<file path="src/rtl/pmu_dump.sv">
// rtl/pmu_dump.sv - snapshots six PMU counters and streams them as an A5-headed byte frame.
// Optional trailing XOR checksum byte enabled by defining PMU_DUMP_CKSUM_EN.
module pmu_dump (
  input  logic        clk,
  input  logic        rst_n,
  input  logic        dump_req,
  input  logic [31:0] read_count,
  input  logic [31:0] write_count,
  input  logic [31:0] read_miss,
  input  logic [31:0] write_miss,
  input  logic [31:0] read_stalled_cycles,
  input  logic [31:0] write_stalled_cycles,
  output logic [7:0]  tx_data,
  output logic        tx_valid,
  input  logic        tx_ready,
  output logic        busy,
  output logic        dump_done,
  output logic [7:0]  drop_count
);

  localparam logic [7:0] HDR_BYTE = 8'hA5;
  localparam logic [4:0] LAST_IDX = 5'd23;

`ifdef PMU_DUMP_CKSUM_EN
  typedef enum logic [1:0] {S_IDLE, S_HDR, S_DATA, S_CKSUM} state_t;
`else
  typedef enum logic [1:0] {S_IDLE, S_HDR, S_DATA} state_t;
`endif

  state_t       r_state, w_state_nxt;
  logic [4:0]   r_idx, w_idx_nxt;
  logic [191:0] r_shadow;
  logic [7:0]   r_tx_data, w_tx_data_nxt;
  logic         r_tx_valid, w_tx_valid_nxt;
  logic         r_busy;
  logic         r_dump_done, w_dump_done_nxt;
  logic [7:0]   r_drop_count;
  logic         w_latch;
  logic         w_xfer;
  logic [4:0]   w_sel;
  logic [7:0]   w_bit_base;
  logic [7:0]   w_shadow_byte;
`ifdef PMU_DUMP_CKSUM_EN
  logic [7:0]   r_cksum, w_cksum_nxt;
`endif

  assign w_xfer = r_tx_valid && tx_ready;

  // Byte loaded into tx_data on a transfer: index 0 after the header, idx+1 while in DATA.
  assign w_sel         = (r_state == S_DATA) ? (r_idx + 5'd1) : 5'd0;
  assign w_bit_base    = {w_sel, 3'b000};
  assign w_shadow_byte = r_shadow[w_bit_base +: 8];

  always_comb begin
    w_state_nxt     = r_state;
    w_idx_nxt       = r_idx;
    w_tx_data_nxt   = r_tx_data;
    w_tx_valid_nxt  = r_tx_valid;
    w_dump_done_nxt = 1'b0;
    w_latch         = 1'b0;
`ifdef PMU_DUMP_CKSUM_EN
    w_cksum_nxt     = r_cksum;
`endif
    case (r_state)
      S_IDLE: begin
        if (dump_req) begin
          w_latch        = 1'b1;
          w_state_nxt    = S_HDR;
          w_idx_nxt      = 5'd0;
          w_tx_valid_nxt = 1'b1;
          w_tx_data_nxt  = HDR_BYTE;
        end
      end
      S_HDR: begin
        if (w_xfer) begin
          w_state_nxt   = S_DATA;
          w_idx_nxt     = 5'd0;
          w_tx_data_nxt = w_shadow_byte;
`ifdef PMU_DUMP_CKSUM_EN
          w_cksum_nxt   = HDR_BYTE;
`endif
        end
      end
      S_DATA: begin
        if (w_xfer) begin
          if (r_idx == LAST_IDX) begin
`ifdef PMU_DUMP_CKSUM_EN
            w_state_nxt     = S_CKSUM;
            w_cksum_nxt     = r_cksum ^ r_tx_data;
            w_tx_data_nxt   = r_cksum ^ r_tx_data;
`else
            w_state_nxt     = S_IDLE;
            w_tx_valid_nxt  = 1'b0;
            w_tx_data_nxt   = 8'h00;
            w_dump_done_nxt = 1'b1;
`endif
            w_idx_nxt       = 5'd0;
          end else begin
            w_idx_nxt     = r_idx + 5'd1;
            w_tx_data_nxt = w_shadow_byte;
`ifdef PMU_DUMP_CKSUM_EN
            w_cksum_nxt   = r_cksum ^ r_tx_data;
`endif
          end
        end
      end
`ifdef PMU_DUMP_CKSUM_EN
      S_CKSUM: begin
        if (w_xfer) begin
          w_state_nxt     = S_IDLE;
          w_tx_valid_nxt  = 1'b0;
          w_tx_data_nxt   = 8'h00;
          w_dump_done_nxt = 1'b1;
        end
      end
`endif
      default: begin
        w_state_nxt    = S_IDLE;
        w_tx_valid_nxt = 1'b0;
        w_tx_data_nxt  = 8'h00;
      end
    endcase
  end

  always_ff @(posedge clk or negedge rst_n) begin
    if (!rst_n) begin
      r_state      <= S_IDLE;
      r_idx        <= 5'd0;
      r_shadow     <= '0;
      r_tx_data    <= 8'h00;
      r_tx_valid   <= 1'b0;
      r_busy       <= 1'b0;
      r_dump_done  <= 1'b0;
      r_drop_count <= 8'h00;
`ifdef PMU_DUMP_CKSUM_EN
      r_cksum      <= 8'h00;
`endif
    end else begin
      r_state     <= w_state_nxt;
      r_idx       <= w_idx_nxt;
      r_tx_data   <= w_tx_data_nxt;
      r_tx_valid  <= w_tx_valid_nxt;
      r_busy      <= (w_state_nxt != S_IDLE);
      r_dump_done <= w_dump_done_nxt;
`ifdef PMU_DUMP_CKSUM_EN
      r_cksum     <= w_cksum_nxt;
`endif
      if (w_latch) begin
        r_shadow <= {write_stalled_cycles, read_stalled_cycles, write_miss,
                     read_miss, write_count, read_count};
      end
      if ((r_state != S_IDLE) && dump_req && (r_drop_count != 8'hFF)) begin
        r_drop_count <= r_drop_count + 8'd1;
      end
    end
  end

  assign tx_data    = r_tx_data;
  assign tx_valid   = r_tx_valid;
  assign busy       = r_busy;
  assign dump_done  = r_dump_done;
  assign drop_count = r_drop_count;

endmodule
</file>
<file path="config.mk">
export PLATFORM = sky130hd
export DESIGN_NAME = pmu_dump
export DESIGN_NICKNAME = d
export VERILOG_FILES = /design/src/rtl/pmu_dump.sv
export SDC_FILE = /design/constraint.sdc
export NUM_CORES = 1
export LEC_CHECK = 0
export ABC_AREA = 1
export CORE_MARGIN = 1.5
export CORE_UTILIZATION = 47
export CTS_CLUSTER_DIAMETER = 30
export DETAILED_ROUTE_END_ITERATION = 12
export HOLD_SLACK_MARGIN = 0.15
export PLACE_DENSITY = 0.77
export SYNTH_ARGS = -nofsm -noshare
export SYNTH_HDL_FRONTEND = slang
export SYNTH_SLANG_ARGS = --single-unit
</file>
<file path="constraint.sdc">
create_clock -name clk -period 1.7 [get_ports clk]
set_clock_uncertainty 0.15 [all_clocks]
set_input_delay 0.34 -clock clk [delete_from_list [all_inputs] [get_ports clk]]
set_output_delay 0.34 -clock clk [all_outputs]
set_load 0.01 [all_outputs]
</file>
==> run summary, run 1 <==
TIMING
-----------------------------------------------------------------------------------
Actual transition at the worst max-transition pin                         0.6779 ns
Highest achievable clock rate                                             400.0 MHz
Smallest hold slack                                                       0.2102 ns
Number of setup violations in the final report                                  207
Slew Limit Headroom                                                          54.81%
Unrepaired setup endpoints after global routing                                 yes
Post-layout minimum cycle time                                             2.500 ns
Final Hold Violating Endpoints                                                    0
TNS Setup                                                                 -34.51 ns
Post-route fraction of the period consumed by the critical path              147.1%
Smallest setup slack after layout                                        -0.7999 ns
Final slew viol count                                                             0

GRT
-----------------------------------------------------------------------------------
Total GRT Usage                                                              36.34%
Sum of overflow across all layers after global routing                            0
Wire length of the first global-routing pass                               61670 µm
Number of global-route vias before repair                                     10940
Maximum number of pins on one net before global-route repair                     51
Initial antenna violation count                                                   2

WORST SETUP PATH
-----------------------------------------------------------------------------------
Highest-delay cell along the critical path                             sky130_fd_sc_hd__dfrtp_1
Startpoint type of the worst setup path                                        flop
Number of buffer and inverter stages on the critical path                         3
Kind of end point of the critical path                                         flop
Most Frequent Cell on Critical Path                                    sky130_fd_sc_hd__nand2_1
Worst path required time                                                    1.94 ns
Largest fanout on the critical path                                               5
Cells along the critical path                                          buf_6 > buf_4 > nand3_1 > nand2_1 > nand2_1 > nor2_2 > nand2_1 > inv_2 > nand3_2 > nand2_1 > nor2_1 > nand2_1 > nand2_2 > nand2_2 > nand2_2
Data arrival time at the worst-slack endpoint                               2.74 ns
Delay of the slowest cell on the worst path                                 0.41 ns
Kind of cell adding the most delay to the critical path                simple AND/OR/NAND/NOR gates
Class of the most critical setup path                                       reg2reg

YOSYS
-----------------------------------------------------------------------------------
Number of cells produced by synthesis                                          1050
Average cell area after synthesis                                         9.758 µm²
Flip-flop and latch count after synthesis                                       218
Post-synthesis async set-or-reset flop share                                 100.0%
Register area share after synthesis                                          53.24%
Summed instance area of the synthesized netlist                           10250 µm²
Leading register cell type out of synthesis                            sky130_fd_sc_hd__dfrtp_1
Dominant cell type by area after synthesis                             sky130_fd_sc_hd__dfrtp_1
Total of warnings raised by yosys                                                 0
Unique cell type count in the Yosys netlist                                      32
Top area cells in the synthesized netlist                              sky130_fd_sc_hd__dfrtp_1 53%, sky130_fd_sc_hd__mux2_2 16%, sky130_fd_sc_hd__nand2_1 7.4%
Number of flops mapped to enable cells by yosys                                   0
Share of Yosys cell area claimed by the top area cell type                   53.24%
Net count of the mapped netlist                                                1248

CELLS AND AREA
-----------------------------------------------------------------------------------
Most common library cell in the layout ignoring fill and taps          sky130_fd_sc_hd__dfrtp_1
Relative area change from synthesis to final layout                          69.59%
Layout net count                                                               1630
Footprint of the flip-flops and latches                                    5456 µm²
Filler cell count                                                               998
Highest-count cells in the layout ignoring fill and taps               217 x sky130_fd_sc_hd__dfrtp_1, 193 x sky130_fd_sc_hd__clkdlybuf4s50_1, 185 x sky130_fd_sc_hd__nand2_1
Share of cells above drive strength 1                                        38.69%
Count of placed standard cells in the final layout, fillers left out           1744
Area occupied by multi-input gates                                         4981 µm²

CLOCK TREE
-----------------------------------------------------------------------------------
Clk root buf                                                           sky130_fd_sc_hd__clkbuf_16
Clk sink count                                                                  218
Clock transition at the registers of the reported paths                     0.05 ns
Depth of the CTS H-tree                                                           2
Maximum buffer depth of the clock tree                                            3
Number of buffers inserted during clock tree synthesis                           45
Clock latency on the worst-skew pair                                        0.52 ns
CTS tree                                                                       done

PLACED DESIGN
-----------------------------------------------------------------------------------
Routability Congestion                                                       0.8695
Placed wire-length estimate                                                20660 µm
Worst setup timing slack at the placement stage                          -0.5460 ns
Number of placed instances, taps included                                      1569
I/O Buffers                                                                     214

DIE
-----------------------------------------------------------------------------------
Number of I/O pins                                                              215
Number of rows in the core area                                                  53
Core Area                                                                 21220 µm²
Total die area                                                            22700 µm²
Initial Util                                                                 48.28%
Die Y-Extent                                                               150.7 µm
Floorplan die width                                                        150.7 µm

RUN STATUS
-----------------------------------------------------------------------------------
Status                                                                 complete, but fails checks
Violated checks                                                        setup timing

DETAILED ROUTING
-----------------------------------------------------------------------------------
Mean number of vias per cell                                                  6.214
Wirelength per Cell                                                        25.82 µm
Initial detailed-routing violation count                                       1254
Count of vias placed by the detailed router                                   10840
Post-route antenna net violation count                                            0
Remaining design rule violation count                                             0
Routed WL                                                                  45030 µm
Initial DRT Pass Iterations                                                       7

HOLD PATH
-----------------------------------------------------------------------------------
Type of the most critical hold path                                        in2async

POWER AND IR DROP
-----------------------------------------------------------------------------------
Standby leakage power                                                   0.007872 µW
Power density normalized to cell area                                   2014 nW/µm²
Peak supply drop                                                           1.073 mV

RUN
-----------------------------------------------------------------------------------
Number of max-capacitance violations reported                                     0

## report_power, final
group	switching, µW	internal, µW
logic	9310	7130
registers	1650	7760
clock network	2950	6180
total	13900	21100
## synth_stat cells (2+ instances only)
master / number
sky130_fd_sc_hd__a21oi_1: 77
sky130_fd_sc_hd__a21oi_2: 2
sky130_fd_sc_hd__a22oi_1: 4
sky130_fd_sc_hd__a31oi_1: 2
sky130_fd_sc_hd__buf_1: 2
sky130_fd_sc_hd__buf_2: 43
sky130_fd_sc_hd__buf_4: 5
sky130_fd_sc_hd__buf_6: 2
sky130_fd_sc_hd__clkbuf_1: 9
sky130_fd_sc_hd__dfrtp_1: 218
sky130_fd_sc_hd__ha_1: 2
sky130_fd_sc_hd__inv_1: 64
sky130_fd_sc_hd__inv_2: 4
sky130_fd_sc_hd__mux2_2: 144
sky130_fd_sc_hd__nand2_1: 201
sky130_fd_sc_hd__nand3_1: 91
sky130_fd_sc_hd__nand4_1: 6
sky130_fd_sc_hd__nor2_1: 90
sky130_fd_sc_hd__nor2_4: 2
sky130_fd_sc_hd__nor3_1: 2
sky130_fd_sc_hd__o211ai_1: 17
sky130_fd_sc_hd__o21ai_0: 43
sky130_fd_sc_hd__o21ai_1: 5
sky130_fd_sc_hd__o22ai_1: 2
sky130_fd_sc_hd__xnor2_1: 2
sky130_fd_sc_hd__xor2_1: 5
## metal layers
metal	wire [µm]	GRT usage (%)	part of all wire, %	vias to the layer above
li1	-	-	-	4323
met1	15240	42.76	34	5230
met2	20890	59.29	46	955
met3	5174	9.788	11	329
met4	3727	22.38	8.3	0
met5	0	0	0	-
## final timing paths
check	start	endpoint	slack, ns	cells past startpoint
worst max-delay path	r_idx[0]$_DFFE_PN0P_	tx_data[2]$_DFFE_PN0P_	-0.80	15
worst min-delay path	rst_n	drop_count[0]$_DFFE_PN0P_	0.21	2
worst max register to register	r_idx[0]$_DFFE_PN0P_	tx_data[2]$_DFFE_PN0P_	-0.80	15
worst min register to register	r_shadow[16]$_DFFE_PN0P_	r_shadow[16]$_DFFE_PN0P_	0.35	1
max in group asynchronous	rst_n	r_shadow[133]$_DFFE_PN0P_	0.58	3
min in group clk	read_stalled_cycles[11]	r_shadow[139]$_DFFE_PN0P_	0.27	3
## worst reg2reg max path, delay by kind of cell, from the launching register on
family / cells / cell delay [ns]
and+or+nand+nor: 12 / 1.34
buffers and inverters: 3 / 0.48
DFF: 1 / 0.41
## timing repair
action                     in CTS  in global routing
hold endpoints to repair      218                  0
setup endpoints to repair     227                223
buffers inserted               38                 17
pin swaps                      40                  7
gates resized for setup       225                 97
hold buffers                    1                  0
cloned                         39                  0
## state kept, by name, indices dropped and copies added (netlist names)
register / count
r_shadow: 192
busy: 1
tx_data: 8
drop_count: 8
r_idx: 5
dump_done: 1
tx_valid: 1
r_state: 2
## stage by stage
stage	cell area, µm²	util, %	total power, µW
2_1_floorplan	10360	-	16170
3_3_place_gp	13400	63.15	20160
3_5_place_dp	13400	63.15	20610
4_1_cts	16940	79.83	31950
5_1_grt	17380	81.89	36120
6_report	17380	81.89	34990
## final cells by class
cell class              instances  area share [%]
multi-input cells             706           28.66
well taps                     275           1.980
inverters                      69           1.634
clock buffers                  56           7.308
diodes                          1         0.01440
clock inverters                27           1.764
flip-flops and latches        218           31.40
repair buffers                392           27.23
## cell families after synthesis
kind of cell	after synthesis	share of synthesized area (%)
AOI/OAI and AO/OA	153	8.145
xor gates and xnor gates	7	0.5984
adders and majority gates	2	0.2442
buffers and inverters	130	5.642
DFF	218	53.24
muxes	144	15.83
and+or+nand+nor	396	16.30
Power figures use the tool's default switching activity.
==> inputs of run 2 (changes only) <==
--- a/config.mk
+++ b/config.mk
@@ -12,6 +12,7 @@
 export DETAILED_ROUTE_END_ITERATION = 12
 export HOLD_SLACK_MARGIN = 0.15
 export PLACE_DENSITY = 0.77
+export RECOVER_POWER = 25
 export SYNTH_ARGS = -nofsm -noshare
 export SYNTH_HDL_FRONTEND = slang
 export SYNTH_SLANG_ARGS = --single-unit
==> run 2 against run 1 <==
The run still ends with setup timing left. Critical endpoint unchanged. Total power grew 0.10%. Sequential power about the same. Hold slack better by 0.054 ns.
==> run summary, run 2 (synthesis results as in run 1) <==
WORST SETUP PATH
------------------------------------------------------------------------------
Number of buffer and inverter stages on the critical path                    3
Worst Reg2Reg Path Length in Cells                                          14
Worst path required time                                               1.94 ns
Cells along the critical path                                     ha_4 > nand3_4 > inv_8 > buf_12 > buf_16 > nand3_2 > nand3_2 > nand3_2 > nand2_1 > nor2_1 > nand2_1 > nand2_2 > nand2_2 > nand2_2
Flop2flop setup slack                                                 -0.82 ns
Stages on the worst setup path                                              14
Worst reg2reg path startpoint                                     r_idx[0]$_DFFE_PN0P_
Delay of the slowest cell on the worst path                            0.42 ns
Launch point of the critical path                                 r_idx[0]$_DFFE_PN0P_
Kind of cell adding the most delay to the critical path           simple AND/OR/NAND/NOR gates
Reg-to-Reg End                                                    tx_data[2]$_DFFE_PN0P_
Endpoint of the worst setup timing path                           tx_data[2]$_DFFE_PN0P_
Data arrival time at the worst-slack endpoint                          2.76 ns
Class of the most critical setup path                                  reg2reg
Kind of end point of the critical path                                    flop
Largest fanout on the critical path                                          5
Startpoint type of the worst setup path                                   flop
Highest-delay cell along the critical path                        sky130_fd_sc_hd__dfrtp_1

TIMING
------------------------------------------------------------------------------
Final slew viol count                                                        0
Slew Limit Headroom                                                     39.16%
Actual transition at the worst max-transition pin                    0.9127 ns
Number of setup violations in the final report                             205
Unrepaired setup endpoints after global routing                            yes
Highest achievable clock rate                                        396.7 MHz
Post-layout minimum cycle time                                        2.521 ns
Post-route fraction of the period consumed by the critical path         148.3%
Smallest setup slack after layout                                   -0.8208 ns
Final Hold Violating Endpoints                                               0

DETAILED ROUTING
------------------------------------------------------------------------------
Initial detailed-routing violation count                                  1375
Post-route antenna net violation count                                       0
Remaining design rule violation count                                        0
Mean number of vias per cell                                             6.220
Wirelength per Cell                                                   25.83 µm
Routed WL                                                             45040 µm
Initial DRT Pass Iterations                                                  9
Count of vias placed by the detailed router                              10850

CLOCK TREE
------------------------------------------------------------------------------
Depth of the CTS H-tree                                                      2
Clock transition at the registers of the reported paths                0.05 ns
Number of buffers inserted during clock tree synthesis                      45
CTS tree                                                                  done
Clk root buf                                                      sky130_fd_sc_hd__clkbuf_16
Clk sink count                                                             218
Clock latency on the worst-skew pair                                   0.52 ns
Maximum buffer depth of the clock tree                                       3

CELLS AND AREA
------------------------------------------------------------------------------
Share of cells above drive strength 1                                   38.69%
Filler cell count                                                         1002
Layout Cell Area excl Fill                                           17360 µm²
Final standard cell utilization of the core                             81.79%
Highest-count cells in the layout ignoring fill and taps          217 x sky130_fd_sc_hd__dfrtp_1, 193 x sky130_fd_sc_hd__clkdlybuf4s50_1, 185 x sky130_fd_sc_hd__nand2_1
Number of flip-flops under the largest register name                       192
Most common library cell in the layout ignoring fill and taps     sky130_fd_sc_hd__dfrtp_1
Relative area change from synthesis to final layout                     69.40%
Register with the most flip-flops                                     r_shadow
Layout net count                                                          1630

HOLD PATH
------------------------------------------------------------------------------
Type of the most critical hold path                                     in2reg

POWER AND IR DROP
------------------------------------------------------------------------------
Peak supply drop                                                      1.071 mV
Standby leakage power                                              0.007865 µW
Power density normalized to cell area                              2018 nW/µm²
Final total power                                                     35020 µW

PLACED DESIGN
------------------------------------------------------------------------------
I/O Buffers                                                                214
Placed wire-length estimate                                           20660 µm
Area post-placement                                                  13400 µm²
Routability Congestion                                                  0.8695

DIE
------------------------------------------------------------------------------
Total die area                                                       22700 µm²
Core Area                                                            21220 µm²
Number of rows in the core area                                             53
Initial Util                                                            48.28%
Floorplan die width                                                   150.7 µm
Number of I/O pins                                                         215
Die Y-Extent                                                          150.7 µm

GRT
------------------------------------------------------------------------------
Initial antenna violation count                                              2
Number of global-route vias before repair                                10940
Total GRT Usage                                                         36.34%
Wire length of the first global-routing pass                          61670 µm
Maximum number of pins on one net before global-route repair                51
Sum of overflow across all layers after global routing                       0

RUN STATUS
------------------------------------------------------------------------------
Violated checks                                                   setup timing
Status                                                            complete, but fails checks

RUN
------------------------------------------------------------------------------
Number of max-capacitance violations reported                                0

[run 2: cell types whose count changed in the layout (fill, tap and decap cells not counted)]
cell and change:
sky130_fd_sc_hd__clkbuf_4 +2, sky130_fd_sc_hd__buf_8 -1, sky130_fd_sc_hd__buf_12 -1
[run 2: area by class of cell]
class	count	area [µm²]	area share [%]
Antenna cell	1	2.502	0.01442
Clock buffer	56	1270	7.317
Clock inverter	27	306.5	1.766
Inverter	69	284.0	1.636
Multi-Input combinational cell	706	4981	28.70
Sequential cell	218	5456	31.44
Tap cell	275	344.1	1.982
Timing Repair Buffer	392	4712	27.15
[run 2: worst register-to-register path: stages, from the launching register on]
cell	delay (ns)
sky130_fd_sc_hd__dfrtp_1	0.42
sky130_fd_sc_hd__ha_4	0.30
sky130_fd_sc_hd__nand3_4	0.15
sky130_fd_sc_hd__inv_8	0.15
sky130_fd_sc_hd__buf_12	0.13
sky130_fd_sc_hd__buf_16	0.13
sky130_fd_sc_hd__nand3_2	0.09
sky130_fd_sc_hd__nand3_2	0.07
sky130_fd_sc_hd__nand3_2	0.20
sky130_fd_sc_hd__nand2_1	0.17
sky130_fd_sc_hd__nor2_1	0.07
sky130_fd_sc_hd__nand2_1	0.08
sky130_fd_sc_hd__nand2_2	0.06
sky130_fd_sc_hd__nand2_2	0.13
sky130_fd_sc_hd__nand2_2	0.08
[run 2: report_power, final]
part           leakage (µW)  internal, µW  switching [µW]
Sequential          0.00253          7760            1650
Clock              0.000779          6180            2950
Combinational       0.00456          7130            9350
[run 2: worst min-delay path by stage]
stage | startpoint | endpoint | slack [ns] | depth (start not counted)
finish | read_stalled_cycles[11] | r_shadow[139]$_DFFE_PN0P_ | 0.26 | 3
global route | read_stalled_cycles[11] | r_shadow[139]$_DFFE_PN0P_ | 0.28 | 3
CTS | rst_n | r_shadow[47]$_DFFE_PN0P_ | 0.23 | 2
detailed placement | rst_n | drop_count[0]$_DFFE_PN0P_ | 0.16 | 1
global placement | rst_n | drop_count[1]$_DFFE_PN0P_ | 0.16 | 1
floorplan | rst_n | busy$_DFF_PN0_ | -0.11 | 0
[run 2: routing by layer]
metal  up-vias  wire [µm]  GRT usage, %
met5         -         12             0
met4         2       3793         22.38
met3       337       5178         9.788
met2       971      20930         59.29
met1      5220      15130         42.76
li1       4318          -             -
[run 2: stage by stage]
stage / hold slack [ns] / worst slack [ns] / TNS, ns / instances
after floorplan: -0.1056 / -0.1065 / -2.070 / 1050
after global placement: 0.1564 / -0.5177 / -57.88 / 1569
after detailed placement: 0.1583 / -0.5460 / -62.74 / 1569
after CTS: 0.2287 / -0.3582 / -22.75 / 1728
after global routing: 0.2799 / -0.8791 / -40.58 / 1744
final: 0.2638 / -0.8208 / -34.44 / 1744
[run 2: what timing repair did]
| item | CTS | global route |
|---|---|---|
| endpoints found under the setup margin | 227 | 223 |
| hold buffers | 1 | 0 |
| resized for setup | 225 | 97 |
| buffers inserted | 38 | 17 |
| cloned | 39 | 0 |
| pin swaps | 40 | 7 |
| endpoints found under the hold margin | 218 | 0 |
